===== config.mk =====
export PLATFORM = sky130hd
export DESIGN_NAME = coin_acceptor
export DESIGN_NICKNAME = d
export VERILOG_FILES = /design/src/rtl/coin_acceptor_pkg.sv /design/src/rtl/coin_debounce.sv /design/src/rtl/coin_acceptor.sv
export SDC_FILE = /design/constraint.sdc
export NUM_CORES = 1
export LEC_CHECK = 0
export ABC_AREA = 1
export BUFFER_PORTS_ARGS = -buffer_cell sky130_fd_sc_hd__clkbuf_2
export CORE_MARGIN = 10
export CORE_UTILIZATION = 62
export CTS_CLUSTER_SIZE = 8
export DETAILED_ROUTE_END_ITERATION = 7
export GPL_TIMING_DRIVEN = 0
export PLACE_DENSITY = 0.86
export SYNTH_ARGS = -nofsm -noshare
export SYNTH_HDL_FRONTEND = slang
export SYNTH_HIERARCHICAL = 1
export SYNTH_SLANG_ARGS = --single-unit

===== constraint.sdc =====
create_clock -name clk -period 3.8 [get_ports clk]
set_clock_uncertainty 0.1 [all_clocks]
set_input_delay 0.19 -clock clk [delete_from_list [all_inputs] [get_ports clk]]
set_output_delay 0.19 -clock clk [all_outputs]
set_load 0.01 [all_outputs]

===== src/rtl/coin_acceptor_pkg.sv =====
// coin_acceptor_pkg: shared definitions for the coin acceptor.
//   NUM_LANES    number of coin-sensor lanes
//   lane_value() 4-bit coin value carried by each lane (1, 2, 5)
//   lane_state_t per-lane debounce / jam FSM state
package coin_acceptor_pkg;

    localparam int NUM_LANES = 3;

    localparam logic [3:0] VAL_LANE0 = 4'd1;
    localparam logic [3:0] VAL_LANE1 = 4'd2;
    localparam logic [3:0] VAL_LANE2 = 4'd5;

    typedef enum logic [2:0] {
        IDLE,
        CNT,
        HIGH,
        WAIT_LOW,
        JAM
    } lane_state_t;

    function automatic logic [3:0] lane_value(input int lane);
        case (lane)
            0:       lane_value = VAL_LANE0;
            1:       lane_value = VAL_LANE1;
            2:       lane_value = VAL_LANE2;
            default: lane_value = 4'd0;
        endcase
    endfunction

endpackage


===== src/rtl/coin_debounce.sv =====
// coin_debounce: one coin-sensor lane. Two-flop synchroniser followed by a
// debounce / jam-detect FSM.
//   clk, rst   system clock, synchronous active-high reset
//   raw        asynchronous sensor line
//   coin_evt   1-cycle pulse when a coin is recognised
//   jam        registered jam flag, held until the line has been low long enough
module coin_debounce
    import coin_acceptor_pkg::*;
#(
    parameter int DEB_CYCLES = 4,
    parameter int JAM_CYCLES = 255
) (
    input  logic clk,
    input  logic rst,
    input  logic raw,
    output logic coin_evt,
    output logic jam
);

    logic        sync1, sync2;
    lane_state_t state;
    logic [7:0]  count;
    logic [7:0]  count_inc;

    // Saturating increment: the counter never wraps.
    assign count_inc = (count == 8'hFF) ? count : count + 8'd1;

    // The event coincides with the edge on which the count reaches DEB_CYCLES,
    // so the arbiter can push on that same edge without an extra stage.
    assign coin_evt = (state == CNT) && sync2 && (count_inc == 8'(DEB_CYCLES));

    always_ff @(posedge clk) begin
        if (rst) begin
            sync1 <= 1'b0;
            sync2 <= 1'b0;
            state <= WAIT_LOW;   // a line held high through reset is never counted
            count <= 8'd0;
            jam   <= 1'b0;
        end else begin
            sync1 <= raw;
            sync2 <= sync1;
            case (state)
                IDLE: begin
                    if (sync2) begin
                        state <= CNT;
                        count <= 8'd1;
                    end
                end
                CNT: begin
                    if (sync2) begin
                        count <= count_inc;
                        if (coin_evt) state <= HIGH;
                    end else begin
                        state <= IDLE;
                        count <= 8'd0;
                    end
                end
                HIGH: begin
                    if (sync2) begin
                        count <= count_inc;
                        if (count_inc == 8'(JAM_CYCLES)) begin
                            state <= JAM;
                            jam   <= 1'b1;
                            count <= 8'd0;
                        end
                    end else begin
                        state <= WAIT_LOW;
                        count <= 8'd0;
                    end
                end
                WAIT_LOW, JAM: begin
                    // count now tracks consecutive low samples
                    if (sync2) begin
                        count <= 8'd0;
                    end else if (count_inc == 8'(DEB_CYCLES)) begin
                        state <= IDLE;
                        count <= 8'd0;
                        jam   <= 1'b0;
                    end else begin
                        count <= count_inc;
                    end
                end
                default: begin
                    state <= WAIT_LOW;
                    count <= 8'd0;
                end
            endcase
        end
    end

endmodule


===== src/rtl/coin_acceptor.sv =====
// coin_acceptor: debounces three coin sensors, arbitrates recognised coins,
// queues them and presents each on cint for one cycle.
//   clk, rst     system clock, synchronous active-high reset
//   coin_in[2:0] raw sensor lines ([0]=1, [1]=2, [2]=5 units)
//   accept_en    0 rejects every recognised coin
//   cint_ready   consumer can take a coin this cycle
//   cint         coin value for one cycle per coin, 0 otherwise
//   coin_reject  1-cycle pulse: recognised coin not queued
//   jam[2:0]     per-lane jam flags
//   fifo_full    queue holds FIFO_DEPTH entries
//   total        (only with COIN_TOTAL_EN) saturating sum of values shown on cint
// FIFO_DEPTH must be a power of 2 and at least 2.
module coin_acceptor
    import coin_acceptor_pkg::*;
#(
    parameter int DEB_CYCLES = 4,
    parameter int JAM_CYCLES = 255,
    parameter int FIFO_DEPTH = 4
) (
    input  logic                 clk,
    input  logic                 rst,
    input  logic [NUM_LANES-1:0] coin_in,
    input  logic                 accept_en,
    input  logic                 cint_ready,
    output logic [3:0]           cint,
    output logic                 coin_reject,
    output logic [NUM_LANES-1:0] jam,
    output logic                 fifo_full
`ifdef COIN_TOTAL_EN
    ,
    output logic [15:0]          total
`endif
);

    localparam int AW = $clog2(FIFO_DEPTH);
    localparam logic [AW:0] DEPTH_L = (AW+1)'(FIFO_DEPTH);

    logic [NUM_LANES-1:0] evt;

    for (genvar i = 0; i < NUM_LANES; i++) begin : g_lane
        coin_debounce #(
            .DEB_CYCLES(DEB_CYCLES),
            .JAM_CYCLES(JAM_CYCLES)
        ) u_lane (
            .clk      (clk),
            .rst      (rst),
            .raw      (coin_in[i]),
            .coin_evt (evt[i]),
            .jam      (jam[i])
        );
    end

    logic [1:0]    n_evt;
    logic [3:0]    evt_val;
    logic [3:0]    mem [FIFO_DEPTH];
    logic [AW-1:0] rd_ptr, wr_ptr;
    logic [AW:0]   cnt, cnt_next;
    logic          pop, push, reject;

    always_comb begin
        n_evt   = 2'd0;
        evt_val = 4'd0;
        for (int i = 0; i < NUM_LANES; i++) begin
            if (evt[i]) begin
                n_evt   = n_evt + 2'd1;
                evt_val = evt_val | lane_value(i);
            end
        end
    end

    assign pop = cint_ready && (cnt != '0);
    // A pop on the same edge frees a slot, so a full queue can still accept.
    assign push   = (n_evt == 2'd1) && accept_en && ((cnt != DEPTH_L) || pop);
    // Covers disabled, full, and simultaneous (ambiguous) events alike.
    assign reject = (n_evt != 2'd0) && !push;

    always_comb begin
        cnt_next = cnt;
        if (push && !pop)      cnt_next = cnt + 1'b1;
        else if (!push && pop) cnt_next = cnt - 1'b1;
    end

    always_ff @(posedge clk) begin
        if (push) mem[wr_ptr] <= evt_val;
    end

    always_ff @(posedge clk) begin
        if (rst) begin
            rd_ptr      <= '0;
            wr_ptr      <= '0;
            cnt         <= '0;
            cint        <= 4'd0;
            coin_reject <= 1'b0;
            fifo_full   <= 1'b0;
        end else begin
            if (push) wr_ptr <= wr_ptr + 1'b1;
            if (pop)  rd_ptr <= rd_ptr + 1'b1;
            cint        <= pop ? mem[rd_ptr] : 4'd0;
            coin_reject <= reject;
            cnt         <= cnt_next;
            fifo_full   <= (cnt_next == DEPTH_L);
        end
    end

`ifdef COIN_TOTAL_EN
    logic [16:0] total_sum;
    assign total_sum = {1'b0, total} + {13'd0, cint};

    always_ff @(posedge clk) begin
        if (rst) total <= 16'd0;
        else     total <= total_sum[16] ? 16'hFFFF : total_sum[15:0];
    end
`endif

endmodule


# [Word level (Yosys, flattened, before mapping)]
# Memory sizes are Yosys's and may differ from the RTL's. A register that Yosys moved wholly into a read port is not among the register bits.
# Index checks and enable logic that the tools add are counted.
[word_totals] mem_bits_rw=16 out_inout_bits=9 elab_cells=186 in_bits=7 mem_count=1 regBits=51
[memory_table] name="mem" depth=4 width=4 rd=1 rd_ports_with_merged_regs=1 write_ports=1 line="coin_acceptor.sv:55" source="logic [3:0] mem [FIFO_DEPTH];"
[classes] n_mux=75 bitwise_logic=3 n_reduce_logical=33 n_addsub=9 n_eq_ne=45
[ops] cell="$mux W8" count=21
[ops] cell="$pmux W8 S4" count=3
[ops] cell="$mux W3" count=23
[ops] cell="$eq A8 B8 Y1 const B" count=6
[ops] cell="$pmux W3 S4" count=3
[ops] cell="$reduce_and A5 Y1" count=6
[ops] cell="$add A8 B1 Y8 const B" count=3
[ops] cell="$eq A8 B3 Y1 const B" count=3
[ops] cell="$ne A2 B1 Y1 const B" count=12
[ops] cell="$eq A3 B2 Y1 const B" count=6
[ops] cell="$mux W1" count=16
[ops] cell="$mux W4" count=4
[ops] cell="$eq A3 B3 Y1 const B" count=4
[ops] cell="$logic_and A1 B1 Y1" count=12
[ops] cell="$ne A3 B3 Y1 const B" count=4
[ops] cell="$eq A3 B1 Y1 const B" count=3
[ops] cell="$logic_not A3 Y1" count=3
[ops] cell="$ne A3 B2 Y1 const B" count=3
[ops] cell="$or A4 B4 Y4" count=2
[ops] cell="$reduce_bool A2 Y1" count=4
[ops] cell="$reduce_or A2 Y1" count=4
[ops] cell="$add A2 B1 Y2 const B" count=3
[ops] cell="$ne A2 B2 Y1 const B" count=3
[ops] cell="$pmux W1 S2" count=3
[ops] cell="other kinds (9)" count=11

# [Logic depth before layout (Yosys ltp)]
[depth] depth_word=17 mapped_depth=22 depth_no_buf=22

# [Hierarchy]
# The synthesis kept the hierarchy.
[modules_own_cells] module="coin_debounce (g_lane[0].u_lane ...)" instances=2 seq_area_each_um2=280.3 area_each_um2=1012.2 cells_each=159
[modules_own_cells] module="coin_acceptor" instances=1 seq_area_each_um2=600.6 area_each_um2=1196.1 cells_each=134
[modules_own_cells] module="coin_debounce (g_lane[2].u_lane)" instances=1 seq_area_each_um2=280.3 area_each_um2=1029.7 cells_each=168

# [Worst setup path after synthesis]
# No wires, ideal clock.
[synth_path] path_kind="reg2reg" start="reg g_lane[1].u_lane.count[0]" end="mem mem[0][0] (enable)" t_required_ns=3.381 setup_ns=0.319 arrival_ns=2.504 setup_slack_ns=0.876 n_path_buf=0 stages_incl_launch_ff=18 synth_period_minus_slack_ns=2.924 cell_sequence="dfxtp_1 > ha_1 > nand2_1 > nor2_4 > nand2_4 > nand2_2 > nand2_2 > nor2_4 > nand3_4 > nor2_1 > inv_1 > ha_1 > inv_1 > nand2_1 > nand3_2 > nor2_4 > nand2_1 > nor2_1"
[synth_between] elab_chain_cells=12 elab_cells_between_ends=13 cone_classes="add/sub: 2; eq/ne: 3; mux: 5; reduce/logical: 3"
[synth_lines] element="start: declaration" line="coin_debounce.sv:22" source="logic [7:0] count;"
[synth_lines] element="start signal: assignment" line="coin_debounce.sv:51" source="count <= count_inc;"
[synth_lines] element="start signal: assignment" line="coin_debounce.sv:60" source="count <= count_inc;"
[synth_lines] element="start signal: assignment" line="coin_debounce.sv:80" source="count <= count_inc;"
[synth_lines] element="$add A8 B1 Y8 / $eq A8 B8 Y1 (equally long branches)" line="coin_debounce.sv:26" source="assign count_inc = (count == 8'hFF) ? count : count + 8'd1;"
[synth_lines] element="$mux W8 *" line="coin_debounce.sv:26"
[synth_lines] element="$eq A8 B3 Y1 *" line="coin_debounce.sv:30" source="assign coin_evt = (state == CNT) && sync2 && (count_inc == 8'(DEB_CYCLES));"
[synth_lines] element="$logic_and A1 B1 Y1 *" line="coin_debounce.sv:30"
[synth_lines] element="net evt[1]" line="coin_acceptor.sv:38" source="logic [NUM_LANES-1:0] evt;"
[synth_lines] element="$mux W2 *" line="coin_acceptor.sv:64" source="if (evt[i]) begin"
[synth_lines] element="$add A2 B1 Y2" line="coin_acceptor.sv:65" source="n_evt = n_evt + 2'd1;"
[synth_lines] element="$mux W2 *" line="coin_acceptor.sv:64"
[synth_lines] element="$eq A2 B1 Y1 *" line="coin_acceptor.sv:73" source="assign push = (n_evt == 2'd1) && accept_en && ((cnt != DEPTH_L) || pop);"
[synth_lines] element="$logic_and A1 B1 Y1 * (2 in a row)" line="coin_acceptor.sv:73"
[synth_lines] element="$mux W1 *" line="coin_acceptor.sv:84" source="if (push) mem[wr_ptr] <= evt_val;"
[synth_lines] element="$mux W1 (implied by the code) *" line="coin_acceptor.sv:84"
[synth_lines] element="end: declaration" line="coin_acceptor.sv:55"
# The timed path passes the listed nets; every way through them passes the cells marked *.

# [Worst setup path in the final report]
[layout_path] start="reg g_lane[2].u_lane.count[0]" end="mem mem[0][1] (enable)"
[layout_between] elab_chain_cells=10 elab_cells_between_ends=11 cone_classes="add/sub: 1; eq/ne: 3; mux: 4; reduce/logical: 3"
[layout_lines] element="start: declaration" line="coin_debounce.sv:22"
[layout_lines] element="start signal: assignment" line="coin_debounce.sv:51"
[layout_lines] element="start signal: assignment" line="coin_debounce.sv:60"
[layout_lines] element="start signal: assignment" line="coin_debounce.sv:80"
[layout_lines] element="$add A8 B1 Y8 / $eq A8 B8 Y1 (equally long branches)" line="coin_debounce.sv:26"
[layout_lines] element="$mux W8 *" line="coin_debounce.sv:26"
[layout_lines] element="$eq A8 B3 Y1 *" line="coin_debounce.sv:30"
[layout_lines] element="$logic_and A1 B1 Y1 *" line="coin_debounce.sv:30"
[layout_lines] element="net evt[2]" line="coin_acceptor.sv:38"
[layout_lines] element="$mux W2 *" line="coin_acceptor.sv:64"
[layout_lines] element="$eq A2 B1 Y1 *" line="coin_acceptor.sv:73"
[layout_lines] element="$logic_and A1 B1 Y1 * (2 in a row)" line="coin_acceptor.sv:73"
[layout_lines] element="$mux W1 *" line="coin_acceptor.sv:84"
[layout_lines] element="$mux W1 (implied by the code) *" line="coin_acceptor.sv:84"
# Marks and branches as above.

==> results_tabular.tex <==
\begin{tabular}{lr}
\hline
Metric & Value \\
\hline
\multicolumn{2}{l}{\textbf{Status}} \\
Status & finished, final reports clean \\
\multicolumn{2}{l}{\textbf{Power and ir drop}} \\
Sequential cell fraction of total power & 0.346 \\
Clock network power share & 0.234 \\
Internal Dissipation & 1570 uW \\
Total net switching power & 1110 uW \\
Power per cell area & 575 nW/um\^{}2 \\
Maximum resistive drop on vdd & 0.284 mV \\
Net switching fraction of the power & 0.414 \\
Combinational share of power & 0.420 \\
Static power due to leakage & 0.00217 uW \\
\multicolumn{2}{l}{\textbf{Setup path}} \\
Worst reg2reg path startpoint & g\_lane[2].u\_lane/count[0] \\
Terminus of the critical flop-to-flop path & mem[0][1] \\
Series of cell instances along the critical path & ha\_1, nand3\_2, inv\_2, nand2\_4, nand2\_1, nand4\_1, nor2\_1, nand2\_1, nor2\_1, inv\_2, nand2\_1, nand3\_2, nor2\_4, nand2\_1, nor2\_1 \\
Path depth of the worst reg2reg path & 15 \\
Type of the worst setup path & reg2reg \\
Cell repeated most along the worst path & nand2\_1 \\
Arrival time at the worst endpoint & 3.32 ns \\
Crit. End Element & flop \\
CP Launch Type & flop \\
Worst-path fanout max & 10 \\
Category of cells accounting for the largest share of critical-path delay & simple AND/OR/NAND/NOR gates \\
Worst Path Required & 3.74 ns \\
Maximum cell stage delay along the critical path & 0.48 ns \\
Number of buffers and inverters on the critical path & 2 \\
Internal reg-to-reg setup slack & 0.42 ns \\
Crit-path slowest cell & nor2\_1 \\
\multicolumn{2}{l}{\textbf{Timing}} \\
Minimum clock period & 3.38 ns \\
Maximum clock frequency & 0.296 GHz \\
Endpoints failing hold & 0 \\
RSZ-0062 raised after global routing & false \\
Setup\_tns & 0 ns \\
Slew at the pin closest to its max-slew limit & 0.654 ns \\
Final Slew Violations & 0 \\
Final setup vio count & 0 \\
Fin crit share & 0.890 \\
Relative slew slack & 0.562 \\
\multicolumn{2}{l}{\textbf{Floorplanning}} \\
Num ports & 16 \\
Initial cell density of the core & 0.633 \\
Placeable core area & 6720 sq um \\
Total die area & 10,600 sq um \\
Site row count & 30 \\
Die width & 103 um \\
Y dimension of the die & 103 um \\
\multicolumn{2}{l}{\textbf{Routing}} \\
Detailed-route wire length per cell & 12.2 um \\
Number of detailed-routing iterations run before antenna repair & 5 \\
Number of violations reported at the end of detailed-routing iteration 0 & 191 \\
Antenna Nets Post-Route & 0 \\
Total vias in the final route & 3,876 \\
Post-detailed-route DRC marker count & 0 \\
Final wirelength & 8960 um \\
Drt via density & 5.29 \\
\multicolumn{2}{l}{\textbf{CTS}} \\
TritonCTS buffer count & 9 \\
Clock tree from TritonCTS & done \\
Maximum buffer depth of the clock tree & 2 \\
Number of levels in the clock H-tree & 3 \\
Clock latency at the later pin of the worst-skew pair & 0.36 ns \\
Clock sink count & 66 \\
Root cell of the clock tree & clkbuf\_8 \\
Total setup buffers inserted after CTS & 0 \\
Clock transition at the register clock pins on the worst setup and hold paths after CTS & 0.08 ns \\
\multicolumn{2}{l}{\textbf{Min path}} \\
Hold EP & cnt[0] \\
Launch point of the worst hold path & rst \\
Worst min-delay path category & in2reg \\
Cell count of the worst hold path & 2 \\
\multicolumn{2}{l}{\textbf{Logic synthesis}} \\
Synth Cell Area & 4250 sq um \\
Count of distinct cell types in the synthesized netlist & 33 \\
Yosys top cell area share & 0.254 \\
Post-synthesis sequential element count & 66 \\
Async S/R FF share, synth & 0 \\
Top-count cell post-synth & nand2\_1 \\
Area leader, netlist & dfxtp\_1 \\
Number of synthesized flops with an enable pin & 12 \\
Synthesized Nets & 639 \\
Top cell types by occurrence after synthesis & nand2\_1 (192), nor2\_1 (73), inv\_1 (64) \\
Gate count after technology mapping & 620 \\
Number of warnings reported in the yosys synthesis log & 6 \\
Sequential element share of the synthesized area & 0.339 \\
Most common flop cell mapped by yosys & dfxtp\_1 \\
Area contributors post-synth & dfxtp\_1 (25\%), nand2\_1 (17\%), edfxtp\_1 (8.5\%) \\
Avg Synthesized Cell Area & 6.86 sq um \\
\multicolumn{2}{l}{\textbf{Global routing}} \\
Overflow left after global routing & 0 \\
Initial antenna violation count & 0 \\
Vias in the first global route & 3,641 \\
Wire length of the first global-routing pass & 15,500 um \\
Maximum number of pins on one net before global-route repair & 13 \\
Total global-route track usage & 0.180 \\
\multicolumn{2}{l}{\textbf{Finish}} \\
Share of cells above drive strength 1 & 0.165 \\
Signed area change from the synthesized netlist to the final layout & 9.77\% \\
Post-layout instance count excluding filler cells & 733 \\
Final net count & 667 \\
Antenna diode count & 0 \\
\multicolumn{2}{l}{\textbf{Placement}} \\
Number of I/O port buffers & 14 \\
Half-perimeter wire length after placement & 6640 um \\
Number of placed cells counting well taps & 714 \\
Routability congestion estimate & 0.935 \\
\multicolumn{2}{l}{\textbf{Run}} \\
Max cap viols & 0 \\
\hline
\end{tabular}
power by group through the flow:
stage	clock network, uW	registers (uW)	logic [uW]
after floorplan	0	921	909
after global placement	0	934	1060
after CTS	639	923	1120
final	628	927	1130
after global routing	669	947	1290
after detailed placement	0	939	1110
cells in the final DEF, fill, tap and decap left out, types with 12 or more instances in the layout:
cell type	synthesis	routed
dfxtp_1	54	54
ha_1	12	12
clkbuf_2	0	14
a21oi_1	35	35
nor2_1	73	72
nand2_2	21	21
nand3_1	47	47
nand4_1	12	12
inv_1	64	64
nand2_1	192	192
nor2_2	11	12
o21ai_0	18	18
edfxtp_1	12	12
stage by stage:
stage                     hold slack, ns  instance area [sq um]  setup WS (ns)   util  power [uW]
after floorplan                    0.162                   4250          0.876      -        1830
after global placement             0.287                   4420          0.467  0.658        2000
after detailed placement           0.289                   4420          0.341  0.658        2050
after CTS                          0.109                   4660          0.309  0.694        2680
after global routing               0.131                   4670          0.113  0.694        2900
final                              0.117                   4670          0.419  0.694        2680
per-layer routing:
metal | vias to the layer above | GRT usage | wire [um]
met4 | 0 | 0.0588 | 111
li1 | 2030 | - | -
met2 | 74 | 0.316 | 4430
met1 | 1760 | 0.208 | 3990
met5 | - | 0 | 0
met3 | 12 | 0.0442 | 425
sequential cells by signal, summed over array words and instances, names as in the netlist:
register / flops
fifo_full: 1
g_lane.u_lane/sync1: 3
g_lane.u_lane/state: 9
cnt: 3
cint: 3
mem: 12
g_lane.u_lane/jam: 3
rd_ptr: 2
wr_ptr: 2
g_lane.u_lane/count: 24
coin_reject: 1
g_lane.u_lane/sync2: 3
final cells by class:
type / instances / area [sq um]
Sequential cell: 66 / 1440
Tap cell: 80 / 100
Inverter: 72 / 270
Multi-Input combinational cell: 476 / 2510
Timing Repair Buffer: 17 / 100
Clock buffer: 11 / 151
Fill cell: 562 / 2050
Buffer: 6 / 30.0
Clock inverter: 5 / 61.3
cells by family after synthesis:
logic type,count (synthesis),share of synthesized area
flops,66,0.339
compound gates,60,0.0771
xor+xnor,4,0.00824
fa+ha+maj,12,0.0353
other cells,1,0.000882
buf+inv,78,0.0706
simple gates,399,0.469
worst max path at each step:
stage | end | cells after the start | start | slack [ns]
after floorplan | mem[0][0] | 17 | g_lane[1].u_lane/count[0] | 0.88
after global placement | mem[0][2] | 17 | g_lane[1].u_lane/count[0] | 0.47
after detailed placement | mem[2][1] | 17 | g_lane[1].u_lane/count[0] | 0.34
after CTS | mem[2][0] | 17 | g_lane[1].u_lane/count[0] | 0.31
after global routing | mem[0][1] | 17 | g_lane[1].u_lane/count[0] | 0.11
final | mem[0][1] | 15 | g_lane[2].u_lane/count[0] | 0.42
repair_timing:
item / 4_1_cts / 5_1_grt
hold buffers: 3 / 0
endpoints found under the hold margin: 3 / 0
endpoints found under the setup margin: 0 / 9
resized for setup: 0 / 1
No activity file was read; power rests on OpenSTA's default activity.
